===== src/rtl/multicycle_control_if.sv =====
// Control bus between the multicycle control FSM and the shared-memory datapath.
// The master side is the control unit. It receives the opcode and memory
// ready, and it drives every datapath strobe and mux select.
interface multicycle_control_if #(
  parameter int ALUOP_W = 4,
  parameter int CNT_W   = 32
);
  // datapath -> control
  logic [5:0]         opcode;
  logic               mem_ready;
  // control -> datapath
  logic               PCWrite;
  logic               PCWriteCond;
  logic               IorD;
  logic               IRWrite;
  logic               MemRead;
  logic               MemWrite;
  logic               MemtoReg;
  logic               ALUSrcA;
  logic [1:0]         ALUSrcB;
  logic [ALUOP_W-1:0] ALUOp;
  logic [1:0]         RegDest;
  logic               RegWrite;
  logic [1:0]         PcOp;
  logic               isJAL;
  logic               isSigned;
  logic               Branch;
  logic               illegal;
  logic [CNT_W-1:0]   instr_count;
  logic [3:0]         state;

  modport master (
    input  opcode, mem_ready,
    output PCWrite, PCWriteCond, IorD, IRWrite, MemRead, MemWrite, MemtoReg,
           ALUSrcA, ALUSrcB, ALUOp, RegDest, RegWrite, PcOp, isJAL, isSigned,
           Branch, illegal, instr_count, state
  );

  modport slave (
    output opcode, mem_ready,
    input  PCWrite, PCWriteCond, IorD, IRWrite, MemRead, MemWrite, MemtoReg,
           ALUSrcA, ALUSrcB, ALUOp, RegDest, RegWrite, PcOp, isJAL, isSigned,
           Branch, illegal, instr_count, state
  );
endinterface


===== src/rtl/multicycle_control.sv =====
// Multicycle MIPS control unit. This FSM sequences each instruction through
// fetch, decode, execute, memory and writeback. The opcode is latched in
// DECODE. Memory states wait on mem_ready. The unit also counts retired
// instructions.
module multicycle_control #(
  parameter int ALUOP_W     = 4,
  parameter bit MEM_WAIT_EN = 1'b1,
  parameter int CNT_W       = 32
) (
  input  logic clk,
  input  logic rst_n,
  multicycle_control_if.master bus
);

  typedef enum logic [3:0] {
    S_FETCH     = 4'd0,
    S_DECODE    = 4'd1,
    S_EXEC_R    = 4'd2,
    S_EXEC_I    = 4'd3,
    S_ALU_WB    = 4'd4,
    S_MEM_ADDR  = 4'd5,
    S_MEM_READ  = 4'd6,
    S_MEM_WB    = 4'd7,
    S_MEM_WRITE = 4'd8,
    S_BRANCH    = 4'd9,
    S_JUMP      = 4'd10
  } state_t;

  localparam logic [5:0] OP_RTYPE = 6'b000000;
  localparam logic [5:0] OP_J     = 6'b000010;
  localparam logic [5:0] OP_JAL   = 6'b000011;
  localparam logic [5:0] OP_BEQ   = 6'b000100;
  localparam logic [5:0] OP_BNE   = 6'b000101;
  localparam logic [5:0] OP_ADDI  = 6'b001000;
  localparam logic [5:0] OP_SLTI  = 6'b001010;
  localparam logic [5:0] OP_SLTIU = 6'b001011;
  localparam logic [5:0] OP_ANDI  = 6'b001100;
  localparam logic [5:0] OP_ORI   = 6'b001101;
  localparam logic [5:0] OP_XORI  = 6'b001110;
  localparam logic [5:0] OP_LUI   = 6'b001111;
  localparam logic [5:0] OP_LW    = 6'b100011;
  localparam logic [5:0] OP_SW    = 6'b101011;

  // ALU operation codes, zero-extended to the configured ALUOp width
  localparam logic [ALUOP_W-1:0] ALU_ADD  = ALUOP_W'(4'b0000);
  localparam logic [ALUOP_W-1:0] ALU_SUB  = ALUOP_W'(4'b0001);
  localparam logic [ALUOP_W-1:0] ALU_FUNC = ALUOP_W'(4'b0010);
  localparam logic [ALUOP_W-1:0] ALU_SLT  = ALUOP_W'(4'b0011);
  localparam logic [ALUOP_W-1:0] ALU_AND  = ALUOP_W'(4'b0100);
  localparam logic [ALUOP_W-1:0] ALU_OR   = ALUOP_W'(4'b0101);
  localparam logic [ALUOP_W-1:0] ALU_XOR  = ALUOP_W'(4'b0110);
  localparam logic [ALUOP_W-1:0] ALU_LUI  = ALUOP_W'(4'b0111);
  localparam logic [ALUOP_W-1:0] ALU_SLTU = ALUOP_W'(4'b1000);

  state_t           r_state;
  logic [5:0]       r_op;
  logic [CNT_W-1:0] r_count;

  logic               w_rdy;
  logic               w_pc_write;
  logic               w_pc_write_cond;
  logic               w_iord;
  logic               w_ir_write;
  logic               w_mem_read;
  logic               w_mem_write;
  logic               w_mem_to_reg;
  logic               w_alu_src_a;
  logic [1:0]         w_alu_src_b;
  logic [ALUOP_W-1:0] w_alu_op;
  logic [1:0]         w_reg_dest;
  logic               w_reg_write;
  logic [1:0]         w_pc_op;
  logic               w_is_jal;
  logic               w_is_signed;
  logic               w_branch;
  logic               w_illegal;

  // With waiting disabled, each memory state completes in one cycle.
  assign w_rdy = MEM_WAIT_EN ? bus.mem_ready : 1'b1;

  // An opcode is legal when some execution path handles it.
  function automatic logic f_legal(input logic [5:0] op);
    case (op)
      OP_RTYPE, OP_ADDI, OP_ANDI, OP_ORI, OP_XORI, OP_SLTI, OP_SLTIU, OP_LUI,
      OP_LW, OP_SW, OP_BEQ, OP_BNE, OP_J, OP_JAL: f_legal = 1'b1;
      default:                                    f_legal = 1'b0;
    endcase
  endfunction

  // State sequencing, opcode latch and retired-instruction counter
  always_ff @(posedge clk or negedge rst_n) begin
    if (!rst_n) begin
      r_state <= S_FETCH;
      r_op    <= 6'd0;
      r_count <= '0;
    end else begin
      case (r_state)
        S_FETCH: begin
          if (w_rdy) r_state <= S_DECODE;
        end
        S_DECODE: begin
          r_op <= bus.opcode;
          case (bus.opcode)
            OP_RTYPE:                         r_state <= S_EXEC_R;
            OP_ADDI, OP_ANDI, OP_ORI, OP_XORI,
            OP_SLTI, OP_SLTIU, OP_LUI:        r_state <= S_EXEC_I;
            OP_LW, OP_SW:                     r_state <= S_MEM_ADDR;
            OP_BEQ, OP_BNE:                   r_state <= S_BRANCH;
            OP_J, OP_JAL:                     r_state <= S_JUMP;
            default:                          r_state <= S_FETCH;
          endcase
        end
        S_EXEC_R:   r_state <= S_ALU_WB;
        S_EXEC_I:   r_state <= S_ALU_WB;
        S_MEM_ADDR: r_state <= (r_op == OP_LW) ? S_MEM_READ : S_MEM_WRITE;
        S_MEM_READ: begin
          if (w_rdy) r_state <= S_MEM_WB;
        end
        S_MEM_WRITE: begin
          if (w_rdy) begin
            r_state <= S_FETCH;
            r_count <= r_count + CNT_W'(1);
          end
        end
        S_ALU_WB, S_MEM_WB, S_BRANCH, S_JUMP: begin
          r_state <= S_FETCH;
          r_count <= r_count + CNT_W'(1);
        end
        default:    r_state <= S_FETCH;
      endcase
    end
  end

  // Control decode from the current state and latched opcode.
  // Everything is held at 0 while reset is asserted.
  always_comb begin
    w_pc_write      = 1'b0;
    w_pc_write_cond = 1'b0;
    w_iord          = 1'b0;
    w_ir_write      = 1'b0;
    w_mem_read      = 1'b0;
    w_mem_write     = 1'b0;
    w_mem_to_reg    = 1'b0;
    w_alu_src_a     = 1'b0;
    w_alu_src_b     = 2'b00;
    w_alu_op        = ALU_ADD;
    w_reg_dest      = 2'b00;
    w_reg_write     = 1'b0;
    w_pc_op         = 2'b00;
    w_is_jal        = 1'b0;
    w_is_signed     = 1'b0;
    w_branch        = 1'b0;
    w_illegal       = 1'b0;
    if (rst_n) begin
      case (r_state)
        S_FETCH: begin
          w_mem_read  = 1'b1;
          w_alu_src_b = 2'b01;
          w_ir_write  = w_rdy;
          w_pc_write  = w_rdy;
        end
        S_DECODE: begin
          // branch target PC + (imm<<2) is precomputed here
          w_alu_src_b = 2'b11;
          w_is_signed = 1'b1;
          w_illegal   = ~f_legal(bus.opcode);
        end
        S_EXEC_R: begin
          w_alu_src_a = 1'b1;
          w_alu_op    = ALU_FUNC;
        end
        S_EXEC_I: begin
          w_alu_src_a = 1'b1;
          w_alu_src_b = 2'b10;
          case (r_op)
            OP_ADDI:  begin w_alu_op = ALU_ADD;  w_is_signed = 1'b1; end
            OP_ANDI:  begin w_alu_op = ALU_AND;  w_is_signed = 1'b0; end
            OP_ORI:   begin w_alu_op = ALU_OR;   w_is_signed = 1'b0; end
            OP_XORI:  begin w_alu_op = ALU_XOR;  w_is_signed = 1'b0; end
            OP_SLTI:  begin w_alu_op = ALU_SLT;  w_is_signed = 1'b1; end
            OP_SLTIU: begin w_alu_op = ALU_SLTU; w_is_signed = 1'b1; end
            OP_LUI:   begin w_alu_op = ALU_LUI;  w_is_signed = 1'b0; end
            default:  begin w_alu_op = ALU_ADD;  w_is_signed = 1'b0; end
          endcase
        end
        S_ALU_WB: begin
          w_reg_write = 1'b1;
          w_reg_dest  = (r_op == OP_RTYPE) ? 2'b01 : 2'b00;
        end
        S_MEM_ADDR: begin
          w_alu_src_a = 1'b1;
          w_alu_src_b = 2'b10;
          w_is_signed = 1'b1;
        end
        S_MEM_READ: begin
          w_mem_read = 1'b1;
          w_iord     = 1'b1;
        end
        S_MEM_WB: begin
          w_reg_write  = 1'b1;
          w_mem_to_reg = 1'b1;
        end
        S_MEM_WRITE: begin
          w_mem_write = 1'b1;
          w_iord      = 1'b1;
        end
        S_BRANCH: begin
          w_alu_src_a     = 1'b1;
          w_alu_op        = ALU_SUB;
          w_is_signed     = 1'b1;
          w_branch        = 1'b1;
          w_pc_write_cond = 1'b1;
          w_pc_op         = (r_op == OP_BNE) ? 2'b10 : 2'b01;
        end
        S_JUMP: begin
          w_pc_write = 1'b1;
          w_pc_op    = 2'b11;
          if (r_op == OP_JAL) begin
            w_reg_write = 1'b1;
            w_reg_dest  = 2'b10;
            w_is_jal    = 1'b1;
          end
        end
        default: ;
      endcase
    end
  end

  assign bus.PCWrite     = w_pc_write;
  assign bus.PCWriteCond = w_pc_write_cond;
  assign bus.IorD        = w_iord;
  assign bus.IRWrite     = w_ir_write;
  assign bus.MemRead     = w_mem_read;
  assign bus.MemWrite    = w_mem_write;
  assign bus.MemtoReg    = w_mem_to_reg;
  assign bus.ALUSrcA     = w_alu_src_a;
  assign bus.ALUSrcB     = w_alu_src_b;
  assign bus.ALUOp       = w_alu_op;
  assign bus.RegDest     = w_reg_dest;
  assign bus.RegWrite    = w_reg_write;
  assign bus.PcOp        = w_pc_op;
  assign bus.isJAL       = w_is_jal;
  assign bus.isSigned    = w_is_signed;
  assign bus.Branch      = w_branch;
  assign bus.illegal     = w_illegal;
  assign bus.instr_count = r_count;
  assign bus.state       = r_state;

endmodule


===== src/flat_wrapper.sv =====
// flat-port wrapper written by rule: the top's interface ports become plain ports
module multicycle_control_flat 
#(
  parameter int ALUOP_W     = 4,
  parameter bit MEM_WAIT_EN = 1'b1,
  parameter int CNT_W       = 32
)
  (clk, rst_n, bus_opcode, bus_mem_ready, bus_PCWrite, bus_PCWriteCond, bus_IorD, bus_IRWrite, bus_MemRead, bus_MemWrite, bus_MemtoReg, bus_ALUSrcA, bus_ALUSrcB, bus_ALUOp, bus_RegDest, bus_RegWrite, bus_PcOp, bus_isJAL, bus_isSigned, bus_Branch, bus_illegal, bus_instr_count, bus_state);
  multicycle_control_if #(.ALUOP_W(ALUOP_W), .CNT_W(CNT_W)) bus_i ();
  input  logic clk;
  input  logic rst_n;
  input wire logic [$bits(bus_i.opcode)-1:0] bus_opcode;
  input wire logic [$bits(bus_i.mem_ready)-1:0] bus_mem_ready;
  output wire logic [$bits(bus_i.PCWrite)-1:0] bus_PCWrite;
  output wire logic [$bits(bus_i.PCWriteCond)-1:0] bus_PCWriteCond;
  output wire logic [$bits(bus_i.IorD)-1:0] bus_IorD;
  output wire logic [$bits(bus_i.IRWrite)-1:0] bus_IRWrite;
  output wire logic [$bits(bus_i.MemRead)-1:0] bus_MemRead;
  output wire logic [$bits(bus_i.MemWrite)-1:0] bus_MemWrite;
  output wire logic [$bits(bus_i.MemtoReg)-1:0] bus_MemtoReg;
  output wire logic [$bits(bus_i.ALUSrcA)-1:0] bus_ALUSrcA;
  output wire logic [$bits(bus_i.ALUSrcB)-1:0] bus_ALUSrcB;
  output wire logic [$bits(bus_i.ALUOp)-1:0] bus_ALUOp;
  output wire logic [$bits(bus_i.RegDest)-1:0] bus_RegDest;
  output wire logic [$bits(bus_i.RegWrite)-1:0] bus_RegWrite;
  output wire logic [$bits(bus_i.PcOp)-1:0] bus_PcOp;
  output wire logic [$bits(bus_i.isJAL)-1:0] bus_isJAL;
  output wire logic [$bits(bus_i.isSigned)-1:0] bus_isSigned;
  output wire logic [$bits(bus_i.Branch)-1:0] bus_Branch;
  output wire logic [$bits(bus_i.illegal)-1:0] bus_illegal;
  output wire logic [$bits(bus_i.instr_count)-1:0] bus_instr_count;
  output wire logic [$bits(bus_i.state)-1:0] bus_state;
  assign bus_i.opcode = bus_opcode;
  assign bus_i.mem_ready = bus_mem_ready;
  assign bus_PCWrite = bus_i.PCWrite;
  assign bus_PCWriteCond = bus_i.PCWriteCond;
  assign bus_IorD = bus_i.IorD;
  assign bus_IRWrite = bus_i.IRWrite;
  assign bus_MemRead = bus_i.MemRead;
  assign bus_MemWrite = bus_i.MemWrite;
  assign bus_MemtoReg = bus_i.MemtoReg;
  assign bus_ALUSrcA = bus_i.ALUSrcA;
  assign bus_ALUSrcB = bus_i.ALUSrcB;
  assign bus_ALUOp = bus_i.ALUOp;
  assign bus_RegDest = bus_i.RegDest;
  assign bus_RegWrite = bus_i.RegWrite;
  assign bus_PcOp = bus_i.PcOp;
  assign bus_isJAL = bus_i.isJAL;
  assign bus_isSigned = bus_i.isSigned;
  assign bus_Branch = bus_i.Branch;
  assign bus_illegal = bus_i.illegal;
  assign bus_instr_count = bus_i.instr_count;
  assign bus_state = bus_i.state;
  multicycle_control #(.ALUOP_W(ALUOP_W), .MEM_WAIT_EN(MEM_WAIT_EN), .CNT_W(CNT_W)) u_core (.clk(clk), .rst_n(rst_n), .bus(bus_i));
endmodule

===== config.mk =====
export PLATFORM = sky130hd
export DESIGN_NAME = multicycle_control_flat
export DESIGN_NICKNAME = d
export VERILOG_FILES = /design/src/rtl/multicycle_control_if.sv /design/src/rtl/multicycle_control.sv /design/src/flat_wrapper.sv
export SDC_FILE = /design/constraint.sdc
export NUM_CORES = 1
export LEC_CHECK = 0
export ABC_AREA = 1
export BUFFER_PORTS_ARGS = -buffer_cell sky130_fd_sc_hd__buf_2
export CORE_ASPECT_RATIO = 1.5
export CORE_UTILIZATION = 45
export DETAILED_ROUTE_END_ITERATION = 7
export PLACE_DENSITY = 0.69
export SETUP_SLACK_MARGIN = 0.2
export SLEW_MARGIN = 20
export SYNTH_ARGS = -nofsm -noshare
export SYNTH_HDL_FRONTEND = slang
export SYNTH_SLANG_ARGS = --single-unit

===== constraint.sdc =====
create_clock -name clk -period 1.6 [get_ports clk]
set_input_delay 0.16 -clock clk [delete_from_list [all_inputs] [get_ports clk]]
set_output_delay 0.16 -clock clk [all_outputs]
set_load 0.05 [all_outputs]

==> reports/results.ini, run 1 <==
[worst_setup_path]
critical_path.cell_chain = inv_4, nand2_4, inv_6, nand2_4, nor2_4, a21oi_4, o21bai_4, inv_2, buf_8
path_buf_inv = 4
crit_top_cell = nand2_4
cp_max_fo = 3
crit_slowest_cell = dfrtp_2
critical_path_class = reg2out
worst_ep_arrival_time_ns = 1.70
start_kind = register
worst-endpoint-required_ns = 1.44
worst_setup_path_end_kind = output port
slowest_delay_ns = 0.46
crit_family = flip-flops

[detailed_routing]
drt-total-wl_um = 11000
wl_per_cell_um = 16.5
drt_iter0_drc = 205
viasPerCell = 5.34
ant_nets = 0
firstDrtPassIters = 4
drc = 0
vias = 3575

[clock_network]
cts_root_buffer = clkbuf_8
clk_path_buf_depth = 2
cts_num_sinks = 42
insertion_delay_ns = 0.31
clk_pin_slew_ns = 0.10
cts_made_buffers = 5
cts_tree = built
cts_max_level = 2

[yosys]
async_flop_share_pct = 100
syn_area_mm2 = 0.00288
synth-seq-cells = 42
yosys_warnings = 0
syn_inst = 461
syn_area_per_cell_um2 = 6.24
synth_flop_cell = dfrtp_1
synthDistinctLibCells = 29
seq_area_frac_synth_pct = 36.5
synth_nets = 472
synth-edff-count = 0

[sta]
period_needed_ns = 1.86
max_freq_mhz = 538
slew_headroom_pct = 71.3
tns_ns = -7.07
maxSlewViolCount = 0
rsz0062_at_grt = true
finalCritPeriodShare_pct = 116
tightest_slew_ns = 0.431
finClkSkew_ns = 0.0104
setup_viol_count_final = 54
setup_ws_ns = -0.257
hold_viol_final = 0

[global_routing]
grt_pass1_wl_um = 15700
grt_max_degree = 33
antenna_found_initial = 0
grt_pass1_vias = 3408
overflow = 0
grt_usage_pct = 31.5

[outcome]
status = finished, violations left
violations = setup timing

[power_and_ir_drop]
power.density_mw_per_mm2 = 1200
p_leak_nw = 2.38
irDropWorstVdd_mv = 0.979

[cells_and_area]
area_delta_synth_final_pct = 71.9
mostFrequentLayoutCells = 154 x nand2_1, 44 x buf_2, 42 x nor2_1, 36 x inv_1, 32 x buf_4
layout_commonest_cell = nand2_1
final_core_util_pct = 80.1
multi_input_area_mm2 = 0.00216
nNetsFinal = 605
layout-drive-gt1-share_pct = 46.7
fillers = 397
antenna_cells = 0
seq_area_mm2 = 0.00108

[floorplanning]
start_util_pct = 46.6
coreArea_mm2 = 0.00617
num_rows = 35
dieWidth_um = 67.3
die_height_um = 99.9
io_pins = 68
die_area_mm2 = 0.00673

[min_path]
hold_class = in2async

[place]
hpwl_um = 6770
gp_congestion = 0.925
port_buffers = 67

[job]
drv_cap = 0

[worst register-to-register path, cell delays in order (launching register included)]
cell and delay [ns]:
dfrtp_2 0.46, inv_4 0.09, nand2_4 0.07, buf_4 0.14, buf_6 0.11, nor2_4 0.13
nand2_2 0.10, nand2_4 0.10, buf_12 0.14, buf_12 0.14, nor2_4 0.04, xor2_1 0.15
[metal layers]
layer	track usage (%)	vias to the layer above	wire length, µm	part of all wire, %
met1	30.8	1709	3840	35
met4	18.0	0	578	5.2
met2	59.9	141	6190	56
met5	0	-	0	0
met3	4.32	39	403	3.7
li1	-	1686	-	-
[cells in the mapped netlist (3+ instances only)]
| master | instances | area, µm² |
|---|---|---|
| inv_1 | 53 | 199 |
| nand3b_1 | 3 | 22.5 |
| nor2_2 | 4 | 25.0 |
| nand3_1 | 18 | 90.1 |
| nand2_1 | 196 | 736 |
| nor2_1 | 74 | 278 |
| nand4_1 | 7 | 43.8 |
| xor2_1 | 14 | 123 |
| o21ai_0 | 12 | 60.1 |
| dfrtp_1 | 42 | 1050 |
| nor3_1 | 7 | 35.0 |
| a21oi_1 | 8 | 40.0 |
[stage by stage]
stage                     worst slack (ns)  total power [W]  cell area [µm²]  hold WS, ns  std cells
after global routing                -0.310          0.00617             4950       0.0649        669
final                               -0.257          0.00594             4950       0.0289        669
after CTS                           -0.174          0.00532             4600       0.0516        651
after global placement              0.0251          0.00341             3720       0.0188        618
after floorplan                     -0.182          0.00285             3150       -0.136        461
after detailed placement           -0.0179          0.00343             3720       0.0215        618
[timing repair]
action                                  CTS  global route
setup buffers                            21            15
hold endpoints to repair                  6             0
endpoints found under the setup margin   57            59
hold buffers                              3             0
pin swaps                                41            23
gates resized for setup                 160            49
gates cloned                              1             3
[path summary, 6_finish.rpt]
| check | to | depth (start not counted) | from | slack [ns] |
|---|---|---|---|---|
| setup / recovery | bus_PcOp[0] | 9 | u_core.bus.state[2]$_DFFE_PN0P_ | -0.26 |
| hold / removal | u_core.bus.instr_count[4]$_DFFE_PN0P_ | 2 | rst_n | 0.03 |
| setup reg to reg | u_core.bus.instr_count[9]$_DFFE_PN0P_ | 11 | u_core.bus.state[2]$_DFFE_PN0P_ | -0.17 |
| hold reg to reg | u_core.bus.instr_count[10]$_DFFE_PN0P_ | 1 | u_core.bus.instr_count[10]$_DFFE_PN0P_ | 0.49 |
| max in group asynchronous | u_core.bus.state[1]$_DFFE_PN0P_ | 3 | rst_n | 0.75 |
| min in group clk | u_core.r_op[2]$_DFFE_PN0P_ | 3 | bus_opcode[2] | 0.11 |
[kinds of logic (layout without fill, tap and decap cells)]
family                   Yosys count  count (layout)  synth area share (%)
AO/OA/AOI/OAI                     25              25                  4.78
XOR/XNOR                          15              15                  4.57
adder cells (fa/ha/maj)            2               2                 0.869
buffers and inverters             61             195                  8.83
flip-flops                        42              42                  36.5
AND/OR/NAND/NOR                  316             316                  44.4
[where the power goes]
group / total (W) / internal [W] / switching [W]
combinational: 0.00345 / 0.00141 / 0.00203
sequential: 0.00145 / 0.00123 / 0.000221
clock: 0.00105 / 0.000626 / 0.000426
total: 0.00594 / 0.00326 / 0.00268
[sequential cells by signal, indices dropped and copies added, names as in the netlist]
register,cells
u_core.r_op,6
u_core.bus.state,4
u_core.bus.instr_count,32
[cell type report]
type / instances / share of cell area (%)
repair buffers: 131 / 24.6
repair inverters: 2 / 0.455
well taps: 74 / 1.87
flip-flops and latches: 42 / 21.8
clock buffers: 5 / 1.39
clock inverters: 3 / 1.39
multi-input cells: 358 / 43.7
inverters: 54 / 4.88
Note: power is estimated with default switching activity, not from simulation.
==> run 2: changes to the inputs <==
--- a/config.mk
+++ b/config.mk
@@ -10,6 +10,7 @@
 export CORE_ASPECT_RATIO = 1.5
 export CORE_UTILIZATION = 45
 export DETAILED_ROUTE_END_ITERATION = 7
+export HOLD_SLACK_MARGIN = 0.05
 export PLACE_DENSITY = 0.69
 export SETUP_SLACK_MARGIN = 0.2
 export SLEW_MARGIN = 20
==> run 2 against run 1 <==
- the flow still finishes with violations (setup timing)
- worst hold slack better by 0.0027 ns
- first-iteration DRC count is 9.8% lower
- non-clock buffer count is 1 lower
- critical path depth stayed put
- sequential power hardly changed
- final cell count is 0.45% lower
- utilization is 0.75 points lower
- maximum frequency is 0.15% higher
- critical path type unchanged
- largest power group unchanged
==> reports/results.ini, run 2 (synthesis results as in run 1) <==
[floorplanning]
coreArea_mm2 = 0.00617  ; unchanged
start_util_pct = 46.6  ; unchanged
io_pins = 68  ; unchanged
dieWidth_um = 67.3  ; unchanged
num_rows = 35  ; unchanged
die_height_um = 99.9  ; unchanged
die_area_mm2 = 0.00673  ; unchanged

[sta]
rsz0062_at_grt = true
slew_headroom_pct = 71.2  ; about the same
tightest_slew_ns = 0.431  ; +0.000482 ns
setup_ws_ns = -0.255  ; +0.00280 ns
setup_viol_count_final = 54  ; unchanged
max_freq_mhz = 539  ; +0.15%
period_needed_ns = 1.85  ; -0.00280 ns
hold_viol_final = 0  ; unchanged
holdWs_ns = 0.0316  ; +0.00271 ns
finalCritPeriodShare_pct = 116  ; -0.18 points
maxSlewViolCount = 0  ; unchanged
finClkSkew_ns = 0.00981  ; -0.000629 ns

[cells_and_area]
nNetsFinal = 602  ; -0.50%
layout_commonest_cell = nand2_1
largest_reg_flops = 32  ; unchanged
fillers = 408  ; +2.8%
final-instance-count-excl-fill = 666  ; -0.45%
antenna_cells = 0  ; unchanged
mostFrequentLayoutCells = 153 x nand2_1, 44 x buf_2, 41 x nor2_1, 36 x inv_1, 32 x buf_4
final_core_util_pct = 79.4  ; -0.75 points
layout-drive-gt1-share_pct = 46.8  ; +0.068 points
area_delta_synth_final_pct = 70.3

[worst_setup_path]
critical_path_class = reg2out
rr_endpoint = u_core.bus.instr_count[9]$_DFFE_PN0P_
critical_path.cell_chain = inv_4, nand2_4, inv_6, nand2_4, nor2_4, a21oi_4, o21bai_4, inv_2, buf_8
cp_max_fo = 3  ; unchanged
worst-endpoint-required_ns = 1.44  ; about the same
critPathLaunch = u_core.bus.state[2]$_DFFE_PN0P_
r2r_start = u_core.bus.state[2]$_DFFE_PN0P_
slowest_delay_ns = 0.46  ; about the same
r2r_slack_ns = -0.18  ; about the same
crit_slowest_cell = dfrtp_2
crit_top_cell = nand2_4
reg2regPathDepth = 11  ; unchanged
setup.worst_path.end = bus_PcOp[0]
start_kind = register
worst_ep_arrival_time_ns = 1.69  ; about the same
worst_setup_path_end_kind = output port

[detailed_routing]
firstDrtPassIters = 4  ; unchanged
drt_iter0_drc = 185  ; -9.8%
drc = 0  ; unchanged
ant_nets = 0  ; unchanged
viasPerCell = 5.33  ; -0.25%
drt-total-wl_um = 10800  ; -2.1%
vias = 3550  ; -0.70%
wl_per_cell_um = 16.2  ; -1.6%

[power_and_ir_drop]
p_leak_nw = 2.35  ; -1.3%
irDropWorstVdd_mv = 0.981  ; +0.19%
power.density_mw_per_mm2 = 1190  ; -0.82%

[outcome]
violations = setup timing
status = finished, violations left

[global_routing]
grt_pass1_vias = 3396  ; -0.35%
antenna_found_initial = 0  ; unchanged
grt_pass1_wl_um = 15700  ; +0.35%
overflow = 0  ; unchanged
grt_usage_pct = 31.6  ; +0.12 points
grt_max_degree = 33  ; unchanged

[place]
hpwl_um = 6770  ; unchanged
dp.cells = 618  ; unchanged
gp_congestion = 0.925  ; unchanged
port_buffers = 67  ; unchanged

[clock_network]
clk_pin_slew_ns = 0.10  ; about the same
cts_root_buffer = clkbuf_8
cts_num_sinks = 42  ; unchanged
cts_made_buffers = 5  ; unchanged
cts_max_level = 2  ; unchanged
clk_path_buf_depth = 2  ; unchanged
insertion_delay_ns = 0.31  ; about the same
cts_tree = built

[job]
drv_cap = 0  ; unchanged

[min_path]
hold_class = in2async

run 2: changes by cell type in the layout (fill, tap and decap cells not counted), sizes merged:
cell and delta:
inv -1, clkinv -1, buf -1
run 2: worst max-delay path: cells and delay by family (launching register included):
kind	cells	cell delay (ns)
flip-flops	1	0.46
buffers and inverters	4	0.39
AO/OA/AOI/OAI	2	0.23
AND/OR/NAND/NOR	3	0.30
run 2: metrics by stage:
step	setup slack (ns)	power (W)	cell area, µm²	setup TNS [ns]
floorplan	-0.182	0.00285	3150	-0.849
global placement	0.0251	0.00341	3720	0
detailed placement	-0.0179	0.00343	3720	-0.0179
CTS	-0.174	0.00532	4600	-2.12
global route	-0.310	0.00608	4900	-9.11
finish	-0.255	0.00584	4900	-6.66
run 2: layout make-up:
cell class | instances | area (µm²) | area share [%]
clock buffers | 5 | 68.8 | 1.40
clock inverters | 3 | 68.8 | 1.40
inverters | 54 | 236 | 4.83
multi-input cells | 358 | 2170 | 44.2
flip-flops and latches | 42 | 1080 | 22.0
well taps | 74 | 92.6 | 1.89
repair buffers | 130 | 1190 | 24.3
run 2: how the worst min path moves through the flow:
stage	endpoint	start	depth (start not counted)
4_1_cts	u_core.bus.instr_count[4]$_DFFE_PN0P_	rst_n	2
3_5_place_dp	u_core.r_op[0]$_DFFE_PN0P_	rst_n	1
6_report	u_core.bus.instr_count[4]$_DFFE_PN0P_	rst_n	2
3_3_place_gp	u_core.r_op[0]$_DFFE_PN0P_	rst_n	1
5_1_grt	u_core.bus.instr_count[4]$_DFFE_PN0P_	rst_n	2
2_1_floorplan	u_core.bus.instr_count[0]$_DFFE_PN0P_	rst_n	0
run 2: where the power goes:
group | leakage, nW | switching, W | internal [W]
registers | 0.537 | 0.000217 | 0.00123
logic | 1.74 | 0.00198 | 0.00137
clock network | 0.0683 | 0.000419 | 0.000626
total | 2.35 | 0.00262 | 0.00322
run 2: what timing repair did:
action / in CTS / in global routing
hold buffers: 3 / 0
pin swaps: 41 / 24
endpoints found under the setup margin: 57 / 59
resized for setup: 160 / 44
endpoints found under the hold margin: 10 / 0
gates cloned: 1 / 1
setup buffers: 21 / 14
run 2: routing by layer:
metal  global-route usage, %  wire, µm
met1                    30.8      3700
met2                    60.3      6090
met3                    4.66       466
met4                    17.7       533
met5                       0         0
==> run 3: changes to the inputs <==
--- a/config.mk
+++ b/config.mk
@@ -10,6 +10,7 @@
 export CORE_ASPECT_RATIO = 1.5
 export CORE_UTILIZATION = 45
 export DETAILED_ROUTE_END_ITERATION = 7
+export GPL_TIMING_DRIVEN = 0
 export HOLD_SLACK_MARGIN = 0.05
 export PLACE_DENSITY = 0.69
 export SETUP_SLACK_MARGIN = 0.2
==> constraint.sdc (replaced) <==
create_clock -name clk -period 1.6 [get_ports clk]
set_input_delay 0.16 -clock clk [delete_from_list [all_inputs] [get_ports clk]]
set_output_delay 0.16 -clock clk [all_outputs]
set_load 0.01 [all_outputs]
==> run 3 against run 2 <==
- the flow finishes with violations (hold timing, setup timing)
- sequential share of layout area is 1.5 points higher
- worst hold slack worse by 0.32 ns
- sequential power is 3% lower
- non-clock buffer count is 14 lower
- total power is 8.1% lower
- via count is 2.6% lower
==> reports/results.ini, run 3 (synthesis results as in run 1) <==
[outcome]
status = finished, violations left
violations = hold timing, setup timing

[detailed_routing]
drt-total-wl_um = 9840  ; -8.8%
drt_iter0_drc = 176  ; -4.9%
wl_per_cell_um = 15.1  ; -6.8%
ant_nets = 0  ; unchanged
viasPerCell = 5.30  ; -0.56%
vias = 3456  ; -2.6%
firstDrtPassIters = 5  ; +1
drc = 0  ; unchanged

[floorplanning]
num_rows = 35  ; unchanged
die_area_mm2 = 0.00673  ; unchanged
coreArea_mm2 = 0.00617  ; unchanged
die_height_um = 99.9  ; unchanged
start_util_pct = 46.6  ; unchanged
io_pins = 68  ; unchanged
dieWidth_um = 67.3  ; unchanged

[place]
dp.cells = 602  ; -2.6%
port_buffers = 67  ; unchanged
hpwl_um = 6190  ; -8.5%
gp_congestion = 0.921  ; -0.41%
placed_area_mm2 = 0.00337  ; -9.5%

[worst_setup_path]
worst_ep_arrival_time_ns = 1.66  ; -0.03 ns
critical_path_class = reg2out
worst-endpoint-required_ns = 1.44  ; about the same
start_kind = register
crit_slowest_cell = dfrtp_2
slowest_delay_ns = 0.46  ; about the same
rr_endpoint = u_core.bus.instr_count[21]$_DFFE_PN0P_
crit_family = simple AND/OR/NAND/NOR gates
critical_path.cell_chain = nor2_4, inv_4, nor2_4, nand4_1, a21oi_2, buf_2
path_buf_inv = 2  ; -2
critPathLaunch = u_core.bus.state[3]$_DFFE_PN0P_
cp_max_fo = 4  ; +1
worst_setup_path_end_kind = output port
crit_top_cell = nor2_4
r2r_slack_ns = -0.07  ; +0.11 ns
setup.worst_path.end = bus_isSigned
r2r_start = u_core.bus.state[2]$_DFFE_PN0P_
reg2regPathDepth = 12  ; +1
worst-path-stages = 6  ; -3

[clock_network]
clk_path_buf_depth = 2  ; unchanged
cts_max_level = 2  ; unchanged
cts_root_buffer = clkbuf_8
clk_pin_slew_ns = 0.09  ; about the same
cts_num_sinks = 42  ; unchanged
cts_tree = built
insertion_delay_ns = 0.30  ; about the same
cts_made_buffers = 5  ; unchanged

[sta]
finClkSkew_ns = 0.00493  ; -0.00489 ns
rsz0062_at_grt = true
finalCritPeriodShare_pct = 114  ; -2.4 points
setup_viol_count_final = 40  ; -26%
max_freq_mhz = 550  ; +2.1%
slew_headroom_pct = 63.1  ; -8.2 points
period_needed_ns = 1.82  ; -0.0379 ns
setup_ws_ns = -0.217  ; +0.0379 ns
hold_viol_final = 42  ; +42
holdWs_ns = -0.287  ; -0.318 ns
tightest_slew_ns = 0.550  ; +0.118 ns
maxSlewViolCount = 0  ; unchanged

[global_routing]
grt_usage_pct = 29.5  ; -2.2 points
grt_max_degree = 50  ; +52%
grt_pass1_vias = 3250  ; -4.3%
grt_use_met1_pct = 30.2  ; -0.60 points
grt_most_used_layer = met2
grt_pass1_wl_um = 14800  ; -5.5%
overflow = 0  ; unchanged
use_met2_pct = 52.9  ; -7.4 points
antenna_found_initial = 0  ; unchanged
grtUsageMet3_pct = 3.52  ; -1.1 points

[cells_and_area]
design_area_mm2 = 0.00453  ; -7.7%
largest_reg_flops = 32  ; unchanged
layout_commonest_cell = nand2_1
antenna_cells = 0  ; unchanged
area_delta_synth_final_pct = 57.3
mostFrequentLayoutCells = 144 x nand2_1, 65 x buf_2, 45 x nor2_1, 41 x nand2_2, 39 x inv_1
final-instance-count-excl-fill = 652  ; -2.1%
fillers = 445  ; +9.1%
layout-drive-gt1-share_pct = 44.6  ; -2.2 points
nNetsFinal = 588  ; -2.3%

[min_path]
hold_class = in2async

[power_and_ir_drop]
power.density_mw_per_mm2 = 1190  ; -0.46%
irDropWorstVdd_mv = 0.924  ; -5.8%
p_leak_nw = 2.31  ; -1.6%

[job]
drv_cap = 0  ; unchanged

run 3: cell count changes in the layout (fill, tap and decap cells not counted), sizes merged:
cell / before / now
buf: 126 / 115
dlygate4sd3: 3 / 0
inv: 52 / 54
clkinv: 2 / 1
clkinvlp: 1 / 0
run 3: metal layers:
| metal | up-vias | routed length [µm] |
|---|---|---|
| li1 | 1651 | - |
| met1 | 1598 | 3430 |
| met2 | 158 | 5270 |
| met3 | 49 | 460 |
| met4 | 0 | 677 |
| met5 | - | 0 |
run 3: layout make-up:
type / instances / area (µm²) / area share [%]
plain buffers: 7 / 88.8 / 1.96
clock buffers: 5 / 68.8 / 1.52
clock inverters: 3 / 68.8 / 1.52
inverters: 54 / 220 / 4.87
multi-input cells: 358 / 2060 / 45.6
flip-flops and latches: 42 / 1060 / 23.4
well taps: 74 / 92.6 / 2.05
repair buffers: 109 / 862 / 19.0
run 3: repair_timing:
action                                  in CTS  in global routing
pin swaps                                   42                 22
resized for setup                          132                 64
endpoints found under the hold margin       42                 42
setup buffers                               29                  8
gates cloned                                 4                  1
endpoints found under the setup margin      60                 64
run 3: per-stage QoR:
| step | setup WS, ns | utilization (%) | total power (W) | setup TNS (ns) |
|---|---|---|---|---|
| floorplan | 0.187 | - | 0.00224 | 0 |
| global placement | -0.556 | 54.5 | 0.00265 | -7.16 |
| detailed placement | -0.606 | 54.5 | 0.00267 | -7.99 |
| CTS | -0.131 | 69.0 | 0.00475 | -1.30 |
| global route | -0.247 | 73.3 | 0.00561 | -5.63 |
| finish | -0.217 | 73.3 | 0.00537 | -2.53 |
run 3: where the power goes:
group,internal [W],switching [W]
clock,0.000626,0.000417
sequential,0.00122,0.000189
combinational,0.00137,0.00155
run 3: how the worst min path moves through the flow:
stage                             start                                      to  slack, ns  cells past startpoint
after floorplan                   rst_n   u_core.bus.instr_count[0]$_DFFE_PN0P_      -0.14                      0
after detailed placement  bus_opcode[5]              u_core.r_op[5]$_DFFE_PN0P_       0.41                      3
after global placement            rst_n  u_core.bus.instr_count[22]$_DFFE_PN0P_       0.41                      1
after global routing              rst_n  u_core.bus.instr_count[22]$_DFFE_PN0P_      -0.27                      1
after CTS                         rst_n   u_core.bus.instr_count[6]$_DFFE_PN0P_      -0.28                      1
final                             rst_n  u_core.bus.instr_count[22]$_DFFE_PN0P_      -0.29                      1
